<file path="config.mk">
export PLATFORM = sky130hd
export DESIGN_NAME = output_drain_flat
export DESIGN_NICKNAME = d
export VERILOG_FILES = /design/src/rtl/output_drain_if.sv /design/src/rtl/output_drain.sv /design/src/flat_wrapper.sv
export SDC_FILE = /design/constraint.sdc
export NUM_CORES = 1
export LEC_CHECK = 0
export CORE_ASPECT_RATIO = 0.75
export CORE_MARGIN = 2
export CORE_UTILIZATION = 40
export DETAILED_ROUTE_END_ITERATION = 6
export PLACE_DENSITY = 0.7
export SYNTH_ARGS = -nofsm -noshare
export SYNTH_HDL_FRONTEND = slang
export SYNTH_SLANG_ARGS = --single-unit
</file>
<file path="constraint.sdc">
create_clock -name clk -period 4.8 [get_ports clk]
set_clock_uncertainty 0.2 [all_clocks]
set_input_delay 0.96 -clock clk [delete_from_list [all_inputs] [get_ports clk]]
set_output_delay 0.96 -clock clk [all_outputs]
set_load 0.005 [all_outputs]
</file>
<file path="src/rtl/output_drain_if.sv">
// output_drain_if: element stream from the output drain to its consumer.
//   out_data  - current streamed element (DATA_W)
//   out_valid - out_data is valid
//   out_ready - consumer accepts out_data; transfer on out_valid && out_ready
//   out_index - element position within the 2x2 matrix (0=c00 .. 3=c11)
//   out_last  - high with out_valid on the final element (out_index == 3)
// modport master: producer side (output_drain); modport slave: consumer side.
interface output_drain_if #(
  parameter int unsigned DATA_W = 8
);
  logic [DATA_W-1:0] out_data;
  logic              out_valid;
  logic              out_ready;
  logic [1:0]        out_index;
  logic              out_last;

  modport master (
    output out_data,
    output out_valid,
    output out_index,
    output out_last,
    input  out_ready
  );

  modport slave (
    input  out_data,
    input  out_valid,
    input  out_index,
    input  out_last,
    output out_ready
  );
endinterface

</file>
<file path="src/rtl/output_drain.sv">
// output_drain: buffers whole 2x2 result matrices in a DEPTH-slot circular FIFO
// and streams them out element by element (c00, c01, c10, c11) over a
// valid/ready handshake.
// Ports:
//   clk, reset          - single clock, synchronous active-high reset
//   capture, c00..c11   - one-cycle pulse loading a complete result matrix
//   stream (master)     - out_data/out_valid/out_ready/out_index/out_last
//   busy                - registered, high while any slot is occupied
//   overflow            - sticky, a capture was dropped on a full FIFO
//   overflow_clr        - clears overflow (a same-cycle drop wins)
// Build option: define OUTPUT_DRAIN_RELU_EN to zero negative elements on
// out_data (combinational on the output, no added latency).
module output_drain #(
  parameter int unsigned DATA_W = 8,
  parameter int unsigned DEPTH  = 2
) (
  input  logic              clk,
  input  logic              reset,
  input  logic              capture,
  input  logic [DATA_W-1:0] c00,
  input  logic [DATA_W-1:0] c01,
  input  logic [DATA_W-1:0] c10,
  input  logic [DATA_W-1:0] c11,
  output_drain_if.master    stream,
  output logic              busy,
  output logic              overflow,
  input  logic              overflow_clr
);

  localparam int unsigned PTR_W = (DEPTH > 1) ? $clog2(DEPTH) : 1;
  localparam int unsigned CNT_W = $clog2(DEPTH + 1);

  typedef struct packed {
    logic [DATA_W-1:0] c00;
    logic [DATA_W-1:0] c01;
    logic [DATA_W-1:0] c10;
    logic [DATA_W-1:0] c11;
  } mat_t;

  typedef enum logic {IDLE, STREAM} state_t;

  state_t             state;
  mat_t               slots [DEPTH];
  logic [PTR_W-1:0]   wr_ptr;
  logic [PTR_W-1:0]   rd_ptr;
  logic [PTR_W-1:0]   rd_ptr_nxt;
  logic [CNT_W-1:0]   count;
  logic [CNT_W-1:0]   count_nxt;
  logic [DATA_W-1:0]  data_q;
  logic [DATA_W-1:0]  head_c00;
  logic [1:0]         index_q;
  logic               valid_q;
  logic               last_q;
  logic               xfer;
  logic               pop;
  logic               full;
  logic               accept;
  logic               drop;

  function automatic logic [PTR_W-1:0] wrap_inc(input logic [PTR_W-1:0] p);
    return (p == PTR_W'(DEPTH - 1)) ? '0 : p + 1'b1;
  endfunction

  function automatic logic [DATA_W-1:0] elem(input mat_t m, input logic [1:0] i);
    case (i)
      2'd0:    return m.c00;
      2'd1:    return m.c01;
      2'd2:    return m.c10;
      default: return m.c11;
    endcase
  endfunction

  // Handshake decode and FIFO bookkeeping.
  // A capture on a full FIFO is still accepted when the head slot is freed
  // by its final transfer in the same cycle.
  always_comb begin
    xfer       = valid_q && stream.out_ready;
    pop        = xfer && last_q;
    full       = (count == CNT_W'(DEPTH));
    accept     = capture && (!full || pop);
    drop       = capture && full && !pop;
    count_nxt  = count + CNT_W'(accept) - CNT_W'(pop);
    rd_ptr_nxt = wrap_inc(rd_ptr);
    // The next head may be the slot being written this very cycle.
    head_c00   = (accept && (wr_ptr == rd_ptr_nxt)) ? c00 : slots[rd_ptr_nxt].c00;
  end

  // Slot storage, deliberately not reset.
  always_ff @(posedge clk) begin
    if (!reset && accept) begin
      slots[wr_ptr] <= '{c00: c00, c01: c01, c10: c10, c11: c11};
    end
  end

  // FSM, pointers, flags and registered stream outputs.
  always_ff @(posedge clk) begin
    if (reset) begin
      state    <= IDLE;
      count    <= '0;
      wr_ptr   <= '0;
      rd_ptr   <= '0;
      busy     <= 1'b0;
      overflow <= 1'b0;
      valid_q  <= 1'b0;
      index_q  <= 2'd0;
      last_q   <= 1'b0;
      data_q   <= '0;
    end else begin
      count <= count_nxt;
      busy  <= (count_nxt != '0);
      if (accept) wr_ptr <= wrap_inc(wr_ptr);
      if (pop)    rd_ptr <= rd_ptr_nxt;

      if (drop)              overflow <= 1'b1;
      else if (overflow_clr) overflow <= 1'b0;

      case (state)
        IDLE: begin
          if (accept) begin
            state   <= STREAM;
            valid_q <= 1'b1;
            index_q <= 2'd0;
            last_q  <= 1'b0;
            data_q  <= c00;
          end
        end
        STREAM: begin
          if (xfer) begin
            if (!last_q) begin
              index_q <= index_q + 2'd1;
              last_q  <= (index_q == 2'd2);
              data_q  <= elem(slots[rd_ptr], index_q + 2'd1);
            end else if (count_nxt != '0) begin
              // Roll straight into the next slot without a bubble.
              index_q <= 2'd0;
              last_q  <= 1'b0;
              data_q  <= head_c00;
            end else begin
              state   <= IDLE;
              valid_q <= 1'b0;
              index_q <= 2'd0;
              last_q  <= 1'b0;
              data_q  <= '0;
            end
          end
        end
      endcase
    end
  end

  assign stream.out_valid = valid_q;
  assign stream.out_index = index_q;
  assign stream.out_last  = last_q;

`ifdef OUTPUT_DRAIN_RELU_EN
  assign stream.out_data = data_q[DATA_W-1] ? '0 : data_q;
`else
  assign stream.out_data = data_q;
`endif

endmodule
</file>
<file path="src/flat_wrapper.sv">
// flat-port wrapper written by rule: the top's interface ports become plain ports
module output_drain_flat 
#(
  parameter int unsigned DATA_W = 8,
  parameter int unsigned DEPTH  = 2
)
  (clk, reset, capture, c00, c01, c10, c11, busy, overflow, overflow_clr, stream_out_data, stream_out_valid, stream_out_index, stream_out_last, stream_out_ready);
  output_drain_if #(.DATA_W(DATA_W)) stream_i ();
  input  logic clk;
  input  logic reset;
  input  logic capture;
  input  logic [DATA_W-1:0] c00;
  input  logic [DATA_W-1:0] c01;
  input  logic [DATA_W-1:0] c10;
  input  logic [DATA_W-1:0] c11;
  output logic busy;
  output logic overflow;
  input  logic overflow_clr;
  output wire logic [$bits(stream_i.out_data)-1:0] stream_out_data;
  output wire logic [$bits(stream_i.out_valid)-1:0] stream_out_valid;
  output wire logic [$bits(stream_i.out_index)-1:0] stream_out_index;
  output wire logic [$bits(stream_i.out_last)-1:0] stream_out_last;
  input wire logic [$bits(stream_i.out_ready)-1:0] stream_out_ready;
  assign stream_out_data = stream_i.out_data;
  assign stream_out_valid = stream_i.out_valid;
  assign stream_out_index = stream_i.out_index;
  assign stream_out_last = stream_i.out_last;
  assign stream_i.out_ready = stream_out_ready;
  output_drain #(.DATA_W(DATA_W), .DEPTH(DEPTH)) u_core (.clk(clk), .reset(reset), .capture(capture), .c00(c00), .c01(c01), .c10(c10), .c11(c11), .stream(stream_i), .busy(busy), .overflow(overflow), .overflow_clr(overflow_clr));
endmodule
</file>
==> metrics.md <==
| Metric | Value |
|---|---|
| Outcome | `finished, final reports clean` |
| GRT Overall Usage | `between 10% and 20%` |
| Crit start category | `primary input` |
| Post-Synth Simple-Gate Area | `a little over 7%` |
| Antenna Nets Post-Route | `0` |
| Mapped Cells | `280` |
| Mapped Nets | `roughly 320` |
| Wire per inst | `around 17 µm` |
| Setup violators final | `0` |
| Largest family of logic cells by synthesized area | `compound AO/OA/AOI/OAI gates` |
| Nets | `about 370` |
| Post-synth EDFFs | `64` |
| Leak | `1.510 nW` |
| Synth Area in XOR/XNOR | `1.352%` |
| Most common cell after layout, fill and taps aside | `edfxtp_1` |
| Total Power | `1.689 mW` |
| CP arrival | `around 3.5 ns` |
| Die Width | `113.7 µm` |
| Layout cells sized above 1 | `under 10%` |
| Hold-fix buffers, CTS | `0` |
| VDD IR max | `203.2 µV` |
| Period Utilization, post-route | `a little under three quarters` |
| Rel. slew slack | `around 44%` |
| Detailed-route DRC error count | `0` |
| Die area | `0.009805 mm²` |
| Compound-Gate Fraction of Synth Area | `between 10% and 20%` |
| Sequential element share of the synthesized area | `between 60% and 70%` |
| Largest net degree at the start of global routing | `33` |
| Hold Path Class | `reg2reg` |
| Num CTS Buffers | `9` |
| Setup Fix Bufs, Post-CTS | `0` |
| Comb pwr share | `about a tenth` |
| PwrDens | `roughly 380 mW/mm²` |
| Final hold violations | `0` |
| Die Height | `between 80 and 90 µm` |
| H-tree levels | `3` |
| HPWL Detailed | `roughly 5100 µm` |
| Synth Register Bits | `84` |
| CTS tree | `done` |
| Total number of vias | `2398` |
| Most frequent cells in the layout | `edfxtp_1, clkdlybuf4s50_1, nor2_1, a21oi_1, dfxtp_1` |
| Clock power frac | `about two fifths` |
| First-pass GRT wire length | `12280 µm` |
| Starting DRT DRC Count | `~200` |
| Final non-filler cell total | `438` |
| CP endpoint kind | `flop` |
| Pre-CTS WS | `1.020 ns` |
| Dpl cell area | `~0.0042 mm²` |
| F_max | `approximately 300 MHz` |
| Worst Path Class, Setup | `in2reg` |
| Fillers | `~740` |
| Multi-input logic area | `~0.0012 mm²` |
| Mux contribution to synthesized area | `under 10%` |
| MaxCap Viol Count | `0` |
| Top_reg_cell synth | `edfxtp_1` |
| # IOs | `51` |
| Sequential share of power | `between 50% and 60%` |
| Clock sinks | `between 80 and 90` |
| CTS Buffer Depth | `2` |
| Vias/cell | `~5.5` |
| Layout area overhead | `24.41%` |
| Mapped Area | `roughly 0.0036 mm²` |
| I/O Buffers | `50` |
| CTS-repair resized insts | `0` |
| Initial antenna violation count | `0` |
| Worst-path clk slew | `around 0.060 ns` |
| Drt total wl | `approximately 7600 µm` |
| Std cell rows | `29` |
| Total grt overflow | `0` |
| Setup_tns | `0 ns` |
| Routability cong. | `0.8351` |
| Core area | `0.008600 mm²` |
| Seq. cell area | `between 0.002 and 0.0025 mm²` |
| Yosys cell types | `40` |
| Min Tclk post-route | `3.423 ns` |
| Max-slew violation count | `0` |
| Unrepaired setup endpoints after global routing | `no` |
| Average size of a mapped cell | `approximately 13 µm²` |
| Initial Utilization | `41.96%` |
| Crit path required time | `just under 5 ns` |
| Design area | `between 0.004 and 0.005 mm²` |
| Yosys warns | `0` |
| Net Sw Frac | `around 22%` |
| Clock Tree Root | `clkbuf_16` |
| Maximum fanout along the worst path | `8` |
| Hold slack | `0.3157 ns` |
| Vias in the first global route | `2355` |
| # placed instances | `roughly 420` |
| Adder-cell share of the synthesized area | `under 10%` |
| Worst Setup Slack, final | `roughly 1.4 ns` |
| Internal Power | `~1.3 mW` |
| Async S/R FF share, synth | `0%` |
| Antenna diodes | `0` |
| DRT Pass-1 Iters | `4` |
| Slew @ Worst Pin | `approximately 0.84 ns` |
| Later-pin clock latency in the skew report | `about 0.33 ns` |
| Fin util | `around 52%` |
| Sw Pwr | `around 0.37 mW` |
[sequential cells by signal, indices dropped and copies added, names as in the netlist, 2 cells and up, named ones only]
| name | count |
|---|---|
| u_core.stream.out_index | 2 |
| u_core.slots | 64 |
| u_core.stream.out_data | 8 |
| u_core.count | 2 |
[power groups by stage]
stage	Sequential (mW)	Clock [mW]	Combinational (mW)
final	0.849	0.661	0.179
after global routing	0.853	0.705	0.197
after CTS	0.849	0.675	0.181
after detailed placement	0.864	0	0.180
after global placement	0.864	0	0.174
after floorplan	0.860	0	0.0930
[area by class of cell]
| type | instances | share of cell area (%) |
|---|---|---|
| Tap cell | 108 | 3.010 |
| Clock inverter | 7 | 1.505 |
| Multi-Input combinational cell | 166 | 26.03 |
| Timing Repair Buffer | 54 | 11.82 |
| Inverter | 10 | 0.8919 |
| Sequential cell | 84 | 51.73 |
| Clock buffer | 9 | 5.017 |
[cells by family after synthesis]
group                    count (synthesis)
multiplexers                            16
AND/OR/NAND/NOR                         56
adder cells (fa/ha/maj)                  7
XOR/XNOR                                 4
AO/OA/AOI/OAI                           83
buffers and inverters                   30
flip-flops                              84
[cells in the mapped netlist, types with 2 or more instances]
cell      instances  share of area, %
a311oi_1          8               1.9
o21ai_0           8               1.1
o211ai_1          2              0.42
nand2_1          10               1.0
dfxtp_1          20                11
a21oi_1          20               2.8
a22oi_1          17               3.5
nand3_1           3              0.42
a211o_1           8               1.9
mux2i_1          16               4.4
nor2_1           31               3.2
nor2b_1           4              0.69
edfxtp_1         64                53
ha_1              7               2.4
a21boi_0          6               1.2
a32oi_1           7               1.7
clkbuf_1         16               1.7
nand2b_1          2              0.35
xnor2_1           2              0.49
inv_1             9              0.94
[critical path: stages]
cell             delay (ns)
clkdlybuf4s50_1        0.49
and3_1                 0.38
ha_1                   0.30
inv_1                  0.06
ha_1                   0.16
xnor3_1                0.24
nor2b_1                0.18
nand3b_4               0.22
a211o_1                0.27
a311oi_1               0.20
[routing by layer]
layer | vias up | global-route usage [%] | wire length [µm]
li1 | 1153 | - | -
met1 | 1169 | 22.99 | 3539
met2 | 68 | 26.24 | 3595
met3 | 8 | 4.545 | 394
met4 | 0 | 5.876 | 73
met5 | - | 0 | 0
[worst paths after layout]
path         depth (start not counted)                                    from  slack [ns]                                endpoint
max reg2reg                          9     u_core.stream.out_last$_SDFFE_PP0P_        1.95  u_core.stream.out_data[1]$_SDFFE_PP0P_
min                                  2  u_core.stream.out_data[5]$_SDFFE_PP0P_        0.32  u_core.stream.out_data[5]$_SDFFE_PP0P_
max                                 10                        stream_out_ready        1.38  u_core.stream.out_data[1]$_SDFFE_PP0P_
min reg2reg                          2  u_core.stream.out_data[5]$_SDFFE_PP0P_        0.32  u_core.stream.out_data[5]$_SDFFE_PP0P_
Power figures use the tool's default switching activity.
